`config.mk`:
```
export PLATFORM = sky130hd
export DESIGN_NAME = calendar_gen_flat
export DESIGN_NICKNAME = d
export VERILOG_FILES = /design/src/rtl/calendar_gen_if.sv /design/src/rtl/calendar_gen.sv /design/src/flat_wrapper.sv
export SDC_FILE = /design/constraint.sdc
export NUM_CORES = 1
export LEC_CHECK = 0
export ABC_AREA = 1
export ABC_CLOCK_PERIOD_IN_PS = 3600
export BUFFER_PORTS_ARGS = -buffer_cell sky130_fd_sc_hd__buf_2
export CORE_MARGIN = 2
export CORE_UTILIZATION = 40
export DETAILED_ROUTE_END_ITERATION = 12
export RECOVER_POWER = 25
export SKIP_CTS_REPAIR_TIMING = 1
export SKIP_LAST_GASP = 1
export SLEW_MARGIN = 20
export SYNTH_ARGS = -nofsm -noshare
export SYNTH_HDL_FRONTEND = slang
export SYNTH_SLANG_ARGS = --single-unit
export TNS_END_PERCENT = 20
```
`constraint.sdc`:
```
create_clock -name clk -period 3.6 [get_ports clk]
set_input_delay 0.36 -clock clk [delete_from_list [all_inputs] [get_ports clk]]
set_output_delay 0.36 -clock clk [all_outputs]
set_load 0.1 [all_outputs]
```
`src/rtl/calendar_gen_if.sv`:
```
// Calendar generator bus: day-carry/adjust controls in, date fields and status out.
interface calendar_gen_if #(
    parameter int YEAR_W = 7
);
    logic              day_carry;
    logic [2:0]        set_sel;
    logic              inc;
    logic              dec;
    logic [YEAR_W-1:0] year;
    logic [3:0]        mon;
    logic [4:0]        day;
    logic [2:0]        wday;
    logic              year_carry;
    logic              pend_ovf;

    modport master (
        output day_carry, set_sel, inc, dec,
        input  year, mon, day, wday, year_carry, pend_ovf
    );

    modport slave (
        input  day_carry, set_sel, inc, dec,
        output year, mon, day, wday, year_carry, pend_ovf
    );
endinterface

```
`src/rtl/calendar_gen.sv`:
```
// Calendar generator: year/month/day/weekday with field adjust and queued day carries.
// Define CAL_LEAP_EN to give February 29 days in leap years; otherwise it is always 28.
module calendar_gen #(
    parameter int unsigned YEAR_BASE = 2000,
    parameter int          YEAR_W    = 7,
    parameter int unsigned YEAR_MAX  = 99,
    parameter int unsigned WDAY_INIT = 6,
    parameter int          PEND_W    = 2
) (
    input  logic          clk,
    input  logic          reset_n,
    calendar_gen_if.slave bus
);
    localparam logic [YEAR_W-1:0] YMAX      = YEAR_MAX[YEAR_W-1:0];
    localparam logic [PEND_W-1:0] PEND_FULL = '1;

    logic [YEAR_W-1:0] year_q, year_adj, year_adv;
    logic [3:0]        mon_q, mon_adj, mon_adv;
    logic [4:0]        day_q, day_adj, day_adv;
    logic [2:0]        wday_q, wday_adj, wday_adv;
    logic [PEND_W-1:0] pend_q;
    logic              year_carry_q, pend_ovf_q;
    logic              wrap_adv, adj_mode, step_up, step_dn;
    logic [4:0]        feb_cur, feb_adj, len_cur, len_adj, day_step;

    function automatic logic [4:0] month_len(input logic [3:0] m, input logic [4:0] feb);
        case (m)
            4'd2:                       return feb;
            4'd4, 4'd6, 4'd9, 4'd11:    return 5'd30;
            default:                    return 5'd31;
        endcase
    endfunction

`ifdef CAL_LEAP_EN
    function automatic logic [4:0] feb_len(input logic [YEAR_W-1:0] y);
        int unsigned a;
        a = YEAR_BASE + 32'(y);
        return ((a % 32'd4 == 32'd0) && ((a % 32'd100 != 32'd0) || (a % 32'd400 == 32'd0)))
               ? 5'd29 : 5'd28;
    endfunction

    assign feb_cur = feb_len(year_q);
    assign feb_adj = feb_len(year_adj);
`else
    assign feb_cur = 5'd28;
    assign feb_adj = 5'd28;
`endif

    assign adj_mode = (bus.set_sel >= 3'd1) && (bus.set_sel <= 3'd4);
    assign step_up  = bus.inc & ~bus.dec;
    assign step_dn  = bus.dec & ~bus.inc;
    assign len_cur  = month_len(mon_q, feb_cur);
    assign len_adj  = month_len(mon_adj, feb_adj);

    // One-day advance with ripple into month and year.
    always_comb begin
        wrap_adv = 1'b0;
        day_adv  = day_q + 5'd1;
        mon_adv  = mon_q;
        year_adv = year_q;
        wday_adv = (wday_q >= 3'd6) ? 3'd0 : wday_q + 3'd1;
        if (day_q >= len_cur) begin
            day_adv = 5'd1;
            if (mon_q >= 4'd12) begin
                mon_adv = 4'd1;
                if (year_q >= YMAX) begin
                    year_adv = '0;
                    wrap_adv = 1'b1;
                end else begin
                    year_adv = year_q + YEAR_W'(1);
                end
            end else begin
                mon_adv = mon_q + 4'd1;
            end
        end
    end

    always_comb begin
        year_adj = year_q;
        mon_adj  = mon_q;
        wday_adj = wday_q;
        day_step = day_q;
        if (step_up || step_dn) begin
            case (bus.set_sel)
                3'd1: year_adj = step_up ? ((year_q >= YMAX) ? '0 : year_q + YEAR_W'(1))
                                         : ((year_q == '0) ? YMAX : year_q - YEAR_W'(1));
                3'd2: mon_adj  = step_up ? ((mon_q >= 4'd12) ? 4'd1 : mon_q + 4'd1)
                                         : ((mon_q <= 4'd1) ? 4'd12 : mon_q - 4'd1);
                3'd3: day_step = step_up ? ((day_q >= len_cur) ? 5'd1 : day_q + 5'd1)
                                         : ((day_q <= 5'd1) ? len_cur : day_q - 5'd1);
                3'd4: wday_adj = step_up ? ((wday_q >= 3'd6) ? 3'd0 : wday_q + 3'd1)
                                         : ((wday_q == 3'd0) ? 3'd6 : wday_q - 3'd1);
                default: ;
            endcase
        end
    end

    // Year/month edits can shorten the month; the day follows in the same update.
    assign day_adj = (day_step > len_adj) ? len_adj : day_step;

    always_ff @(posedge clk or negedge reset_n) begin
        if (!reset_n) begin
            year_q       <= '0;
            mon_q        <= 4'd1;
            day_q        <= 5'd1;
            wday_q       <= WDAY_INIT[2:0];
            pend_q       <= '0;
            year_carry_q <= 1'b0;
            pend_ovf_q   <= 1'b0;
        end else begin
            year_carry_q <= 1'b0;
            if (!adj_mode) begin
                if (bus.day_carry || (pend_q != '0)) begin
                    year_q       <= year_adv;
                    mon_q        <= mon_adv;
                    day_q        <= day_adv;
                    wday_q       <= wday_adv;
                    year_carry_q <= wrap_adv;
                    if (!bus.day_carry) begin
                        pend_q <= pend_q - PEND_W'(1);
                    end
                end
            end else begin
                year_q <= year_adj;
                mon_q  <= mon_adj;
                day_q  <= day_adj;
                wday_q <= wday_adj;
                if (bus.day_carry) begin
                    if (pend_q == PEND_FULL) begin
                        pend_ovf_q <= 1'b1;
                    end else begin
                        pend_q <= pend_q + PEND_W'(1);
                    end
                end
            end
        end
    end

    assign bus.year       = year_q;
    assign bus.mon        = mon_q;
    assign bus.day        = day_q;
    assign bus.wday       = wday_q;
    assign bus.year_carry = year_carry_q;
    assign bus.pend_ovf   = pend_ovf_q;
endmodule

```
`src/flat_wrapper.sv`:
```
// flat-port wrapper written by rule: the top's interface ports become plain ports
module calendar_gen_flat 
#(
    parameter int unsigned YEAR_BASE = 2000,
    parameter int          YEAR_W    = 7,
    parameter int unsigned YEAR_MAX  = 99,
    parameter int unsigned WDAY_INIT = 6,
    parameter int          PEND_W    = 2
)
  (clk, reset_n, bus_day_carry, bus_set_sel, bus_inc, bus_dec, bus_year, bus_mon, bus_day, bus_wday, bus_year_carry, bus_pend_ovf);
  calendar_gen_if #(.YEAR_W(YEAR_W)) bus_i ();
  input  logic clk;
  input  logic reset_n;
  input wire logic [$bits(bus_i.day_carry)-1:0] bus_day_carry;
  input wire logic [$bits(bus_i.set_sel)-1:0] bus_set_sel;
  input wire logic [$bits(bus_i.inc)-1:0] bus_inc;
  input wire logic [$bits(bus_i.dec)-1:0] bus_dec;
  output wire logic [$bits(bus_i.year)-1:0] bus_year;
  output wire logic [$bits(bus_i.mon)-1:0] bus_mon;
  output wire logic [$bits(bus_i.day)-1:0] bus_day;
  output wire logic [$bits(bus_i.wday)-1:0] bus_wday;
  output wire logic [$bits(bus_i.year_carry)-1:0] bus_year_carry;
  output wire logic [$bits(bus_i.pend_ovf)-1:0] bus_pend_ovf;
  assign bus_i.day_carry = bus_day_carry;
  assign bus_i.set_sel = bus_set_sel;
  assign bus_i.inc = bus_inc;
  assign bus_i.dec = bus_dec;
  assign bus_year = bus_i.year;
  assign bus_mon = bus_i.mon;
  assign bus_day = bus_i.day;
  assign bus_wday = bus_i.wday;
  assign bus_year_carry = bus_i.year_carry;
  assign bus_pend_ovf = bus_i.pend_ovf;
  calendar_gen #(.YEAR_BASE(YEAR_BASE), .YEAR_W(YEAR_W), .YEAR_MAX(YEAR_MAX), .WDAY_INIT(WDAY_INIT), .PEND_W(PEND_W)) u_core (.clk(clk), .reset_n(reset_n), .bus(bus_i));
endmodule
```
* Word level (Yosys, flattened, before mapping)
Cells that the tools add are included.
Storage, ports and cells: bits in registers 23, bits of input ports 8, output and inout port bits 21
Operators by class: add/sub/neg operators 10, order comparisons 9, equality and inequality tests 21, multiplexer cells 44, bitwise gates (word level) 4, reduce and logical (&&, ||, !) cells 16
Operator list (count):
- 7-bit two-way mux | 9
- 5-bit two-way mux | 8
- 4-bit two-way mux | 8
- 3-bit two-way mux | 7
- 4-bit by 3-bit == test with 1-bit output (second input constant) | 4
- 4-bit == test (second input constant) | 4
- 2-bit two-way mux | 5
- 2-bit != test (second input constant) | 5
- 4-bit by 2-bit == test with 1-bit output (second input constant) | 2
- 2-bit one-hot mux with 2 select lines | 2
- 2-bit nonzero test | 4
- 4-bit OR reduction | 2
- 7-bit by 1-bit adder with 7-bit output (second input constant) | 1
- 7-bit greater-or-equal comparator (second input constant) | 1
- 7-bit logical NOT | 1
- 7-bit by 1-bit subtractor with 7-bit output (second input constant) | 1
- 3-bit by 2-bit == test with 1-bit output (second input constant) | 2
- 3-bit AND reduction | 2
- 5-bit by 1-bit adder with 5-bit output (second input constant) | 1
- 5-bit greater-or-equal comparator | 1
- 5-bit greater-than comparator | 1
- 5-bit by 1-bit <= comparator with 1-bit output (second input constant) | 1
- 1-bit two-way mux | 5
- 5-bit AND reduction | 1
- 23 further kinds | 26

* Depth between registers and ports, before layout
word-level depth 11, depth in mapped cells 25

* Least setup slack after synthesis
OpenSTA, ideal clock, no wires.
path type flip-flop to flip-flop, from register u_core.mon_q[1] (netlist: u_core.bus.mon[1]), to register u_core.day_q[1] (netlist: u_core.bus.day[1]), data arrival time 3349 ps, slack 128 ps, stages on the path, launching flop included 23, cell sequence dfrtp_1 inv_1 ha_1 nand2_1 inv_1 o21ai_0 nand2_1 inv_1 ha_1 nand2_1 nand3_1 nand2_2 nand2_1 inv_1 nor2_1 o21ai_1 ha_1 a21oi_1 nand2_1 nor2_1 nand2_1 nand3_1 nand2_1
On the way: longest elaborated chain between the ends 11
RTL lines:
- start, declared | line calendar_gen.sv:18 | logic [3:0] mon_q, mon_adj, mon_adv;
- start signal, assigned | line calendar_gen.sv:115 | mon_q <= mon_adv;
- start signal, assigned | line calendar_gen.sv:125 | mon_q <= mon_adj;
- 4-bit by 1-bit subtractor with 4-bit output (tied with other cells) | line calendar_gen.sv:88 | : ((mon_q <= 4'd1) ? 4'd12 : mon_q - 4'd1);
- 4-bit two-way mux (tied with other cells) | line calendar_gen.sv:88
- 4-bit two-way mux / 2-bit one-hot mux with 2 select lines (equally long branches) | line calendar_gen.sv:87, calendar_gen.sv:27
- 4-bit two-way mux / 5-bit greater-or-equal comparator (equally long branches) | line calendar_gen.sv:84, calendar_gen.sv:62, calendar_gen.sv:89
- 4-bit two-way mux / 5-bit two-way mux (equally long branches) | line calendar_gen.sv:83, calendar_gen.sv:62, calendar_gen.sv:89
- 4-bit by 3-bit == test with 1-bit output (tied with other cells) | line calendar_gen.sv:27 | case (m)
- 4-bit OR reduction / 5-bit two-way mux (equally long branches) | line calendar_gen.sv:27, calendar_gen.sv:84
- 2-bit one-hot mux with 2 select lines / 5-bit two-way mux (equally long branches) | line calendar_gen.sv:27, calendar_gen.sv:83
- 5-bit greater-than comparator | line calendar_gen.sv:99 | assign day_adj = (day_step > len_adj) ? len_adj : day_step;
- 5-bit two-way mux | line calendar_gen.sv:99
- 5-bit two-way mux * | line calendar_gen.sv:112 | if (!adj_mode) begin
- end signal, assigned | line calendar_gen.sv:116 | day_q <= day_adv;
- end signal, assigned | line calendar_gen.sv:126 | day_q <= day_adj;
- end, declared | line calendar_gen.sv:19 | logic [4:0] day_q, day_adj, day_adv;
Mark *: on every way between the ends. The rest lies on a longest branch, timed or not. The select of a mux whose other input is x is not followed. A chain may end at the register's enable or synchronous reset.

* Worst setup path after layout
from register u_core.mon_q[0] (netlist: u_core.bus.mon[0]), to register u_core.day_q[1] (netlist: u_core.bus.day[1])
Same word-level chain as after synthesis.

==> impl_results.md <==
- Clk slew on worst S/H paths: 0.09 ns
- Die area: 6520 um^2
- Commonest cells in the netlist: nand2_1 (98), inv_1 (45), nand3_1 (37)
- Count of unique library cells instantiated by Yosys: 44
- Cell taking the most area after synthesis: dfrtp_1
- Crit path DAT: 3.41 ns
- Period utilization: 90.08%
- FF-to-FF Start: u_core.bus.mon[0]
- Core area: 5608 um^2
- Worst Hold Class: in -> async
- F_max: 0.3084 GHz
- Num CTS Buffers: 3
- Dpl ws: 0.3899 ns
- Largest net degree at the start of global routing: 24
- Final WL: 5949 um
- Worst r2r path cells: 22
- RD Place Congestion: 0.9069
- # H-tree levels: 1
- Total track usage: 19.16%
- Status: complete, no violations
- Sequential area share after synthesis: 24.64%
- Fin crit period: 3.243 ns
- Mapped Cells: 353
- Synth warn: 0
- Top cell type's share of synthesized area: 20.18%
- CP Cell Sequence: inv_1 > ha_1 > nand2_1 > inv_1 > o21ai_0 > nand2_1 > inv_1 > ha_1 > nand2_1 > nand3_1 > nand2_2 > nand2_1 > inv_1 > nor2_1 > o21ai_1 > ha_1 > a21oi_1 > nand2_1 > nor2_1 > nand2_1 > nand3_1 > nand2_1
- Starting DRT DRC Count: 220
- Cell Area, Synth: 2356 um^2
- Post-route ant nets: 0
- Vias in the first global route: 2,211
- Max stage delay cell, worst path: dfstp_2
- Worst-Skew Late Latency: 0.27 ns
- Post-synth ARST share: 100.0%
- Setup ws final: 0.3570 ns
- Max Slew Vio Count: 0
- Most frequent cell after synthesis: nand2_1
- Die X: 80.75 um
- Vias per cell: 5.312
- Post-synthesis register bit count: 23
- 1st-pass router iterations: 5
- Sink Count: 23
- Ys flop type: dfrtp_1
- I/O pin count: 29
- Std-Cell Rows: 27
- Synthesized Nets: 380
- Crit-path most repeated cell: nand2_1
- Largest fanout on the critical path: 7
- Total congestion overflow: 0
- First-pass GRT wire length: 10,120 um
- R2r setup slk: 0.36 ns
- Layout area overhead: 9.559%
- Startpoint types: flop
- Port bufs: 28
- Crit. End Element: flop
- Nets: 405
- Area contributors post-synth: dfrtp_1 (20%), nand2_1 (16%), ha_1 (10%)
- Final Skew: 0.004422 ns
- Worst-case clock buffer depth: 2
- Final Hold Fails: 0
- Worst slew margin: 9.659%
- Layout cells sized above 1: 16.18%
- Antenna violations before repair: 0
- Syn_area_per_cell: 6.674 um^2
- Starting Density: 42.01%
- Max_cap viols: 0
- Via count: 2,385
- Drt drc: 0
- Least-Margin Pin Slew: 1.355 ns
- WP data required: 3.76 ns
- FF-to-FF End: u_core.bus.day[1]
- Avg WL per Cell: 13.25 um
- CTS tree: done
- CP max stage delay: 0.61 ns
- RSZ-0062 raised after global routing: false
- WS Path Type: reg -> reg
- Final HPWL DP: 4472 um
- Ant diodes: 0
- CTS Root Cell: clkbuf_8
- Die H: 80.75 um
- Sum Neg Setup Slack: 0 ns
- EDFF count, synth: 0
- # setup viols final: 0
## registers in the layout, indices dropped and copies added (netlist names)
signal / cells
u_core.bus.day: 5
u_core.bus.year_carry: 1
u_core.bus.mon: 4
u_core.bus.year: 7
u_core.bus.wday: 3
u_core.pend_q: 2
u_core.bus.pend_ovf: 1
## cells in the final DEF, fill, tap and decap left out, types with 2 or more instances in the layout
cell / netlist / layout
o21ai_0: 17 / 17
nand3_1: 37 / 37
a21oi_1: 6 / 6
nor2_1: 22 / 22
dfstp_2: 4 / 4
xor2_1: 5 / 5
o21ai_2: 3 / 3
nand4_1: 6 / 6
clkbuf_8: 0 / 3
o22ai_1: 4 / 4
o211ai_1: 3 / 3
nor2_2: 3 / 3
nand2_4: 2 / 2
o32ai_1: 3 / 3
nor2_4: 2 / 2
nor3_1: 2 / 2
xnor2_1: 5 / 5
clkbuf_1: 2 / 2
ha_1: 19 / 19
nand2_2: 5 / 5
o221ai_1: 5 / 5
o21ai_1: 7 / 7
nand2_1: 98 / 98
inv_2: 7 / 7
buf_2: 3 / 27
dfrtp_1: 19 / 19
inv_1: 45 / 45
## cell families (layout without fill, tap and decap cells)
group	count (synthesis)	after routing	share of synthesized area (%)
and+or+nand+nor	183	183	35.32
buffers and inverters	61	85	10.62
AOI/OAI and AO/OA	57	57	15.61
DFF	23	23	24.64
adders and majority gates	19	19	10.09
xor gates and xnor gates	10	10	3.717
## critical path, delay by kind of cell (launching register included)
kind | cells | cell delay (ns)
buffers and inverters | 4 | 0.33
AOI/OAI and AO/OA | 3 | 0.49
adders and majority gates | 3 | 0.76
and+or+nand+nor | 12 | 0.95
DFF | 1 | 0.61
## worst max-delay path by stage
stage	from	to	slack, ns
floorplan	u_core.bus.mon[1]	u_core.bus.day[1]	0.13
global placement	u_core.bus.mon[0]	u_core.bus.day[1]	0.48
detailed placement	u_core.bus.mon[0]	u_core.bus.day[1]	0.39
CTS	u_core.bus.mon[0]	u_core.bus.day[1]	0.37
global route	u_core.bus.mon[0]	u_core.bus.day[1]	0.07
finish	u_core.bus.mon[0]	u_core.bus.day[1]	0.36
## per-layer routing
metal / vias up / GRT usage [%] / wire length, um
met1: 1113 / 26.71 / 2878
met5: - / 0 / 0
met2: 58 / 32.42 / 2790
li1: 1209 / - / -
met3: 5 / 1.444 / 233
met4: 0 / 4.576 / 46
## per-stage QoR
stage               utilization, %  instances  hold slack [ns]  instance area, um^2
floorplan                        -        353          0.06441                 2356
global placement             45.25        445           0.3802                 2537
detailed placement           45.25        445           0.3905                 2537
CTS                          46.05        449          0.08888                 2582
global route                 46.03        449           0.4144                 2581
finish                       46.03        449           0.3746                 2581
## final cells by class
cell class,instances,area [um^2]
well taps,72,90.09
clock buffers,4,45.04
multi-input cells,269,1525
fillers,628,3027
flip-flops and latches,23,580.6
repair buffers,28,138.9
inverters,53,201.4
Power is not shown: default switching activity piles up to over one toggle a cycle in this logic, so the estimate is an artifact.
